===== src/rtl/imm_encode_pipe_pkg.sv =====
// Shared definitions for the immediate encoder pipeline.
//   imm_src_e   : immediate format selector (none / I / SB / JL)
//   MASK_*      : instruction bits owned by each format's immediate field
//   sign_run_ok : true when imm[15:lsb] are all equal, i.e. the value fits
//                 in an (lsb+1)-bit two's complement field
package imm_encode_pipe_pkg;

    typedef enum logic [1:0] {
        IMM_NONE = 2'b00,
        IMM_I    = 2'b01,
        IMM_SB   = 2'b10,
        IMM_JL   = 2'b11
    } imm_src_e;

    localparam logic [15:0] MASK_NONE = 16'h0000;
    localparam logic [15:0] MASK_I    = 16'hF800;
    localparam logic [15:0] MASK_SB   = 16'hC038;
    localparam logic [15:0] MASK_JL   = 16'hFFC0;

    function automatic logic sign_run_ok(input logic [15:0] imm, input int unsigned lsb);
        logic [15:0] upper;
        upper = 16'hFFFF << lsb;
        return ((imm & upper) == upper) || ((imm & upper) == 16'h0000);
    endfunction

endpackage


===== src/rtl/imm_field_pack.sv =====
// Combinational immediate scatter/merge.
//   Base    : instruction word, bits outside the field mask are preserved
//   Imm     : signed 16-bit immediate
//   ImmSrc  : format selector (imm_src_e encoding)
//   Instr   : merged word, or Base untouched when the immediate does not fit
//   Imm_Err : immediate out of range for the selected format
module imm_field_pack
    import imm_encode_pipe_pkg::*;
(
    input  logic [15:0] Base,
    input  logic [15:0] Imm,
    input  logic [1:0]  ImmSrc,
    output logic [15:0] Instr,
    output logic        Imm_Err
);

    logic [15:0] mask;
    logic [15:0] placed;
    logic        legal;

    always_comb begin
        mask   = MASK_NONE;
        placed = '0;
        legal  = 1'b0;
        case (imm_src_e'(ImmSrc))
            IMM_NONE: begin
                mask  = MASK_NONE;
                legal = (Imm == '0);
            end
            IMM_I: begin
                mask   = MASK_I;
                placed = {Imm[4:0], 11'd0};
                legal  = sign_run_ok(Imm, 4);
            end
            IMM_SB: begin
                mask   = MASK_SB;
                placed = {Imm[4:3], 8'd0, Imm[2:0], 3'd0};
                legal  = sign_run_ok(Imm, 4);
            end
            IMM_JL: begin
                // Instr[15] carries the sign; the extender replicates it over i[15:9]
                mask   = MASK_JL;
                placed = {Imm[15], Imm[3:0], Imm[8:4], 6'd0};
                legal  = sign_run_ok(Imm, 9);
            end
            default: begin
                mask   = MASK_NONE;
                placed = '0;
                legal  = 1'b0;
            end
        endcase

        Instr   = legal ? ((Base & ~mask) | placed) : Base;
        Imm_Err = ~legal;
    end

endmodule


===== src/rtl/imm_encode_pipe.sv =====
// Two-stage valid/ready immediate encoder.
//   clk, rst_n          : clock, asynchronous active-low reset
//   In_Valid/In_Ready   : input handshake for Base/Imm/ImmSrc
//   Out_Valid/Out_Ready : output handshake for Instr/Imm_Err
//   Err_Sticky          : set by any accepted error word
//   Err_Count           : saturating count of accepted error words
//   Err_Clr             : synchronous clear of Err_Sticky/Err_Count (wins)
// Stage 1 registers the raw inputs, imm_field_pack computes between stages,
// stage 2 registers the result. Each stage refills in the cycle it drains.
module imm_encode_pipe
    import imm_encode_pipe_pkg::*;
#(
    parameter int CNT_W = 8
) (
    input  logic             clk,
    input  logic             rst_n,
    input  logic             In_Valid,
    output logic             In_Ready,
    input  logic [15:0]      Base,
    input  logic [15:0]      Imm,
    input  logic [1:0]       ImmSrc,
    output logic             Out_Valid,
    input  logic             Out_Ready,
    output logic [15:0]      Instr,
    output logic             Imm_Err,
    output logic             Err_Sticky,
    output logic [CNT_W-1:0] Err_Count,
    input  logic             Err_Clr
);

    logic        s1_valid;
    logic [15:0] s1_base;
    logic [15:0] s1_imm;
    logic [1:0]  s1_src;

    logic        s2_valid;
    logic [15:0] s2_instr;
    logic        s2_err;

    logic [15:0] pack_instr;
    logic        pack_err;

    logic s2_adv;
    logic s1_take;
    logic s1_move;
    logic err_take;

    // Stage 2 can load when empty or when its word leaves this cycle; this
    // makes In_Ready combinational from Out_Ready so a full pipe never bubbles.
    assign s2_adv   = !s2_valid || Out_Ready;
    assign In_Ready = !s1_valid || s2_adv;
    assign s1_take  = In_Valid && In_Ready;
    assign s1_move  = s1_valid && s2_adv;
    assign err_take = s2_valid && Out_Ready && s2_err;

    imm_field_pack u_pack (
        .Base    (s1_base),
        .Imm     (s1_imm),
        .ImmSrc  (s1_src),
        .Instr   (pack_instr),
        .Imm_Err (pack_err)
    );

    always_ff @(posedge clk or negedge rst_n) begin
        if (!rst_n) begin
            s1_valid <= 1'b0;
            s1_base  <= '0;
            s1_imm   <= '0;
            s1_src   <= '0;
        end else begin
            if (In_Ready) begin
                s1_valid <= In_Valid;
            end
            if (s1_take) begin
                s1_base <= Base;
                s1_imm  <= Imm;
                s1_src  <= ImmSrc;
            end
        end
    end

    // Data only loads alongside a valid word, so a stalled output holds steady.
    always_ff @(posedge clk or negedge rst_n) begin
        if (!rst_n) begin
            s2_valid <= 1'b0;
            s2_instr <= '0;
            s2_err   <= 1'b0;
        end else begin
            if (s2_adv) begin
                s2_valid <= s1_valid;
            end
            if (s1_move) begin
                s2_instr <= pack_instr;
                s2_err   <= pack_err;
            end
        end
    end

    always_ff @(posedge clk or negedge rst_n) begin
        if (!rst_n) begin
            Err_Sticky <= 1'b0;
            Err_Count  <= '0;
        end else if (Err_Clr) begin
            Err_Sticky <= 1'b0;
            Err_Count  <= '0;
        end else if (err_take) begin
            Err_Sticky <= 1'b1;
            if (Err_Count != '1) begin
                Err_Count <= Err_Count + CNT_W'(1);
            end
        end
    end

    assign Out_Valid = s2_valid;
    assign Instr     = s2_instr;
    assign Imm_Err   = s2_err;

endmodule


===== config.mk =====
export PLATFORM = sky130hd
export DESIGN_NAME = imm_encode_pipe
export DESIGN_NICKNAME = d
export VERILOG_FILES = /design/src/rtl/imm_encode_pipe_pkg.sv /design/src/rtl/imm_field_pack.sv /design/src/rtl/imm_encode_pipe.sv
export SDC_FILE = /design/constraint.sdc
export NUM_CORES = 1
export LEC_CHECK = 0
export ABC_AREA = 1
export CORE_UTILIZATION = 52
export CTS_BUF_LIST = sky130_fd_sc_hd__clkbuf_8
export DETAILED_ROUTE_END_ITERATION = 12
export GPL_TIMING_DRIVEN = 1
export HOLD_SLACK_MARGIN = 0.08
export PLACE_DENSITY = 0.92
export SYNTH_ARGS = -nofsm -noshare
export SYNTH_HDL_FRONTEND = slang
export SYNTH_SLANG_ARGS = --single-unit

===== constraint.sdc =====
create_clock -name clk -period 1.8 [get_ports clk]
set_clock_uncertainty 0.1 [all_clocks]
set_input_delay 0.36 -clock clk [delete_from_list [all_inputs] [get_ports clk]]
set_output_delay 0.36 -clock clk [all_outputs]
set_load 0.05 [all_outputs]

Word level (Yosys, flattened, before mapping) --
Index checks and enable logic that the tools add are counted.
Cells by class: add/subtract/negate cells 1, eq/ne operators 6, multiplexer cells 9, bitwise operators 4, reductions and logical operators 18
Operators by type and width (number):
- 16-bit case mux with 4 select lines | 1
- 16-bit zero test | 3
- 16-bit case mux with 3 select lines | 1
- 8-bit 2-to-1 mux | 3
- 16-bit bitwise AND | 1
- 16-bit 2-to-1 mux | 1
- 16-bit inverter | 1
- 16-bit OR | 1
- 12-bit == test, second input constant | 1
- 8-bit by 1-bit adder with 8-bit output, second input constant | 1
- 8-bit != test, second input constant | 1
- 7-bit == test, second input constant | 1
- 2-bit == test, second input constant | 2
- 1-bit logical AND | 4
- 1-bit logical OR | 4
- 2-bit nonzero test | 2
- 1-bit case mux with 3 select lines | 1
- 2-bit by 1-bit == test with 1-bit output, second input constant | 1
- 1-bit zero test | 2
- 2-bit zero test | 1
- 1-bit 2-to-1 mux | 2
- 2-bit AND reduction | 1
- 2-bit OR reduction | 1
- 1-bit inverter | 1
Storage, ports and cells: bits in registers 62, output and inout port bits 28, word-level logic and storage cells 47

Longest topological paths before layout --
depth in word-level cells 6, mapped depth 12, gate-level depth less buffers 12

Cells and area by module --
From an unflattened synthesis, not the netlist that was laid out.
Unflattened totals: cells, all modules 425, area total of the unflattened synthesis 3316.9 um^2
Modules (own cells, without submodules):
- imm_encode_pipe | times used 1, cells an instance 307, area an instance 2667.6 um^2, sequential area each 1551.5 um^2
- imm_field_pack | times used 1, cells an instance 118, area an instance 649.4 um^2, sequential area each 0.0 um^2

Worst setup path before layout --
OpenSTA, ideal clock, no wires.
kind flip-flop to flip-flop, from reg s2_valid, in the netlist Out_Valid, to reg s1_base[11], setup time 0.128 ns, arrival time 2.060 ns, data required time 1.572 ns, path slack -0.488 ns, cell stages (with the launch flop) 5, clock period less this slack 2.288 ns, path through dfrtp_1 > nand3_1 > nand2_1 > buf_2 > mux2_1
Between the ends: longest elaborated chain between the ends 4
Ends and longest elaborated chain:
- from (decl) | line imm_encode_pipe.sv:36 | logic s2_valid;
- from (signal assigned) | line imm_encode_pipe.sv:90 | s2_valid <= s1_valid;
- 1-bit zero test | line imm_encode_pipe.sv:50 | assign s2_adv = !s2_valid || Out_Ready;
- 1-bit logical OR | line imm_encode_pipe.sv:50
- 1-bit logical OR | line imm_encode_pipe.sv:51 | assign In_Ready = !s1_valid || s2_adv;
- named net In_Ready | line imm_encode_pipe.sv:18 | output logic In_Ready,
- 1-bit logical AND | line imm_encode_pipe.sv:52 | assign s1_take = In_Valid && In_Ready;
- to (signal assigned) | line imm_encode_pipe.sv:75 | s1_base <= Base;
- to (decl) | line imm_encode_pipe.sv:32 | logic [15:0] s1_base;
The timed path passes the listed nets, and every way through them passes these cells. A chain may end at the register's enable or synchronous reset.

Final worst setup path --
from reg Err_Count[0], to reg Err_Count[7]
Between the ends: longest elaborated chain between the ends 4
Ends and longest elaborated chain:
- from (decl) | line imm_encode_pipe.sv:27 | output logic [CNT_W-1:0] Err_Count,
- from (signal assigned) | line imm_encode_pipe.sv:109 | Err_Count <= Err_Count + CNT_W'(1);
- 8-bit by 1-bit adder with 8-bit output | line imm_encode_pipe.sv:109
- 8-bit 2-to-1 mux | line imm_encode_pipe.sv:108 | if (Err_Count != '1) begin
- 8-bit 2-to-1 mux | line imm_encode_pipe.sv:106 | end else if (err_take) begin
- 8-bit 2-to-1 mux | line imm_encode_pipe.sv:103 | end else if (Err_Clr) begin
Parallel ways exist; a longest one is shown, timed or not. The select of a mux whose other input is x is not followed.

==> impl_metrics.tcl <==
set metrics [dict create \
    run_status "finished, violations left" \
    failed_checks "negative setup slack" \
    cts.path.max_buffers 2 \
    finalSetupViolCount 1 \
    vdd.ir_drop.worst_v 0.000783 \
    ant_nets 0 \
    floorplan.initialDensity 0.548 \
    clkSinkCount 62 \
    cts_root_buf "clkbuf_8" \
    crit_top_cell "or2_1" \
    rsz0062_at_grt "yes" \
    port_buffers 66 \
    setup.worst_path.start_class "flip-flop" \
    num_rows 27 \
    clock_tree_from_tritoncts "done" \
    antenna_cells 0 \
    vias 2821 \
    die_area_mm2 0.00619 \
    instance_count_of_the_mapped_netlist 361 \
    netlist_top_cells_area "dfrtp_1 (51%), nand2_1 (10%), a21oi_1 (5.4%)" \
    yosysTopAreaCell "dfrtp_1" \
    period_minus_slack_ps 1810 \
    number_of_synthesized_flops_with_an_enable_pin 0 \
    reg2reg_depth 8 \
    min_delay_path_depth 2 \
    placed_cells_incl_taps 497 \
    overflow 0 \
    timing.critical_path.slowest_cell_delay_ps 420 \
    clock.fmax_mhz 553 \
    synth_largest_type_area_fraction 0.508 \
    cp.arrival_ps 1940 \
    detailed_place_hpwl_um 5010 \
    setup-tns-final_ps -8.93 \
    detailedRoute.firstIterationViolations 198 \
    yosysWarningCount 0 \
    routabilityCongestion 0.841 \
    dominantRegCellSynth "dfrtp_1" \
    synthArstFlopShare 1.00 \
    worst_hold_path_type "flip-flop to flip-flop" \
    drt_drc_violations_left 0 \
    drive_gt1_frac 0.215 \
    layout-area-overhead-vs-synth_pct 36.5 \
    drv.max_cap_violation_count 0 \
    clock_tree.htree_level_count 3 \
    die_height_um 78.7 \
    timing.final.hold_violations 0 \
    path_clk_slew_ps 70 \
    leakagePower_nw 2.00 \
    layout_setup_ws_ps -8.93 \
    globalRouteTotalUtil 0.252 \
    layout.filler_cells 409 \
    layout_worst_path_cycle_share 1.00 \
    drt_first_pass_iters 4 \
    power_density_mw_per_mm2 1130 \
    multi_input_comb_area_mm2 0.00137 \
    layout_commonest_cell "nand2_1" \
    layout.cells.most_common_list "nand2_1 (78), dfrtp_1 (57), buf_4 (43), nor2_1 (37), clkdlybuf4s50_1 (37)" \
    wire_length_of_the_first_global_routing_pass_um 12000 \
    design.portCount 67 \
    critPathCaptureType "flip-flop" \
    detail_route.wl_per_cell_um 14.6 \
    post_synth_instance_area_mm2 0.00306 \
    critical_path.cell_chain "buf_6 -> nand4_1 -> or2_1 -> or2_1 -> nor2_2 -> nand3_1 -> nand2_1 -> nor2_1" \
    insertion_delay_ps 340 \
    sequential_cell_area_mm2 0.00156 \
    fin_nets 494 \
    timing.setup.critical_path_class "flip-flop to flip-flop" \
    timing.critical_path.fanout_max 3 \
    syn_area_per_cell_um2 8.46 \
    synthesis.nets 407 \
    synth-seq-cells 62 \
    grt_max_degree 63 \
    synth_sequential_area_ratio 0.508 \
    postRouteWirelength_um 7650 \
    critPathRequiredTime_ps 1930 \
    final-instance-count-excl-fill 523 \
    number_of_max_slew_violations_in_the_final_report 0 \
    core_area_mm2 0.00557 \
    fin_hold_ws_ps 383 \
    critPathSlowestCell "dfrtp_2" \
    cts_buffers 9 \
    antenna_found_initial 0 \
    grt_pass1_vias 2787 \
    worst-slew-pin-transition_ps 331 \
    slew-limit-headroom 0.778 \
    vias_per_cell 5.39 \
    post_synth_num_cell_types 29 \
    die_w_um 78.7 \
]
## final cells by class
cell class	count	area share
clock buffer	12	0.0396
clock inverter	2	0.00210
inverter	36	0.0330
multi-input combinational	250	0.329
sequential	62	0.373
tap	72	0.0216
timing repair buffer	89	0.201
## repair_timing
action                     CTS  global route
setup endpoints to repair    8            20
pin swaps                    1             9
buffers inserted             0            12
hold endpoints to repair    62             0
resized for setup            2            14
hold buffers                 1             0
## layer usage
metal	track usage	part of all wire
met1	0.292	0.40
met2	0.428	0.51
met3	0.0570	0.054
met4	0.144	0.030
met5	0	0
## cell usage after synthesis (4+ instances only)
cell type / n
mux2_1: 9
o21ai_0: 18
nor2_1: 39
nand2_4: 4
nor2_2: 4
ha_1: 7
dfrtp_1: 62
o21ai_1: 4
buf_2: 4
nand4_1: 4
a21oi_1: 33
nand2_1: 81
inv_1: 33
nand3_1: 31
## kinds of logic (layout without fill, tap and decap cells)
family	after synthesis	in the layout	share of synthesized area
AO/OA/AOI/OAI	63	63	0.113
multiplexers	10	10	0.0369
AND/OR/NAND/NOR	169	169	0.241
XOR/XNOR	1	1	0.00287
flip-flops	62	62	0.508
adder cells (fa/ha/maj)	7	7	0.0287
buffers and inverters	49	139	0.0692
## worst max-delay path, delay by kind of cell, from the launching register on
family	cells	cell delay, ps
buffers and inverters	1	130
and+or+nand+nor	7	1060
DFF	1	420
## per-stage QoR
stage | utilization | cell area [um^2] | total power [W] | worst slack, ps
6_report | 0.748 | 4170 | 0.00471 | -8.93
5_1_grt | 0.748 | 4170 | 0.00494 | -73.1
4_1_cts | 0.721 | 4020 | 0.00464 | 26.9
3_5_place_dp | 0.685 | 3820 | 0.00354 | -97.4
3_3_place_gp | 0.685 | 3820 | 0.00349 | -23.9
2_1_floorplan | - | 3090 | 0.00295 | -8.34
## report_power, final
part | switching, W | internal [W] | total [W]
combinational | 0.00115 | 0.000620 | 0.00177
clock | 0.000500 | 0.000589 | 0.00109
sequential | 0.000195 | 0.00166 | 0.00186
total | 0.00184 | 0.00287 | 0.00471
## flip-flops by register name, summed over array words and instances (netlist names)
| signal | count |
|---|---|
| Instr | 16 |
| Err_Count | 8 |
| s1_base | 16 |
| Err_Sticky | 1 |
| s1_imm | 16 |
| s1_src | 2 |
| Out_Valid | 1 |
| Imm_Err | 1 |
| s1_valid | 1 |
## final timing paths
check	startpoint	endpoint	slack, ps
min in group asynchronous	rst_n	s1_imm[2]$_DFFE_PN0P_	440
setup reg to reg	Err_Count[0]$_DFFE_PN0P_	Err_Count[7]$_DFFE_PN0P_	-9
hold / removal	Instr[2]$_DFFE_PN0P_	Instr[2]$_DFFE_PN0P_	380
max in group asynchronous	rst_n	s1_src[1]$_DFFE_PN0P_	850
setup / recovery	Err_Count[0]$_DFFE_PN0P_	Err_Count[7]$_DFFE_PN0P_	-9
hold reg to reg	Instr[2]$_DFFE_PN0P_	Instr[2]$_DFFE_PN0P_	380
Power figures use the tool's default switching activity.
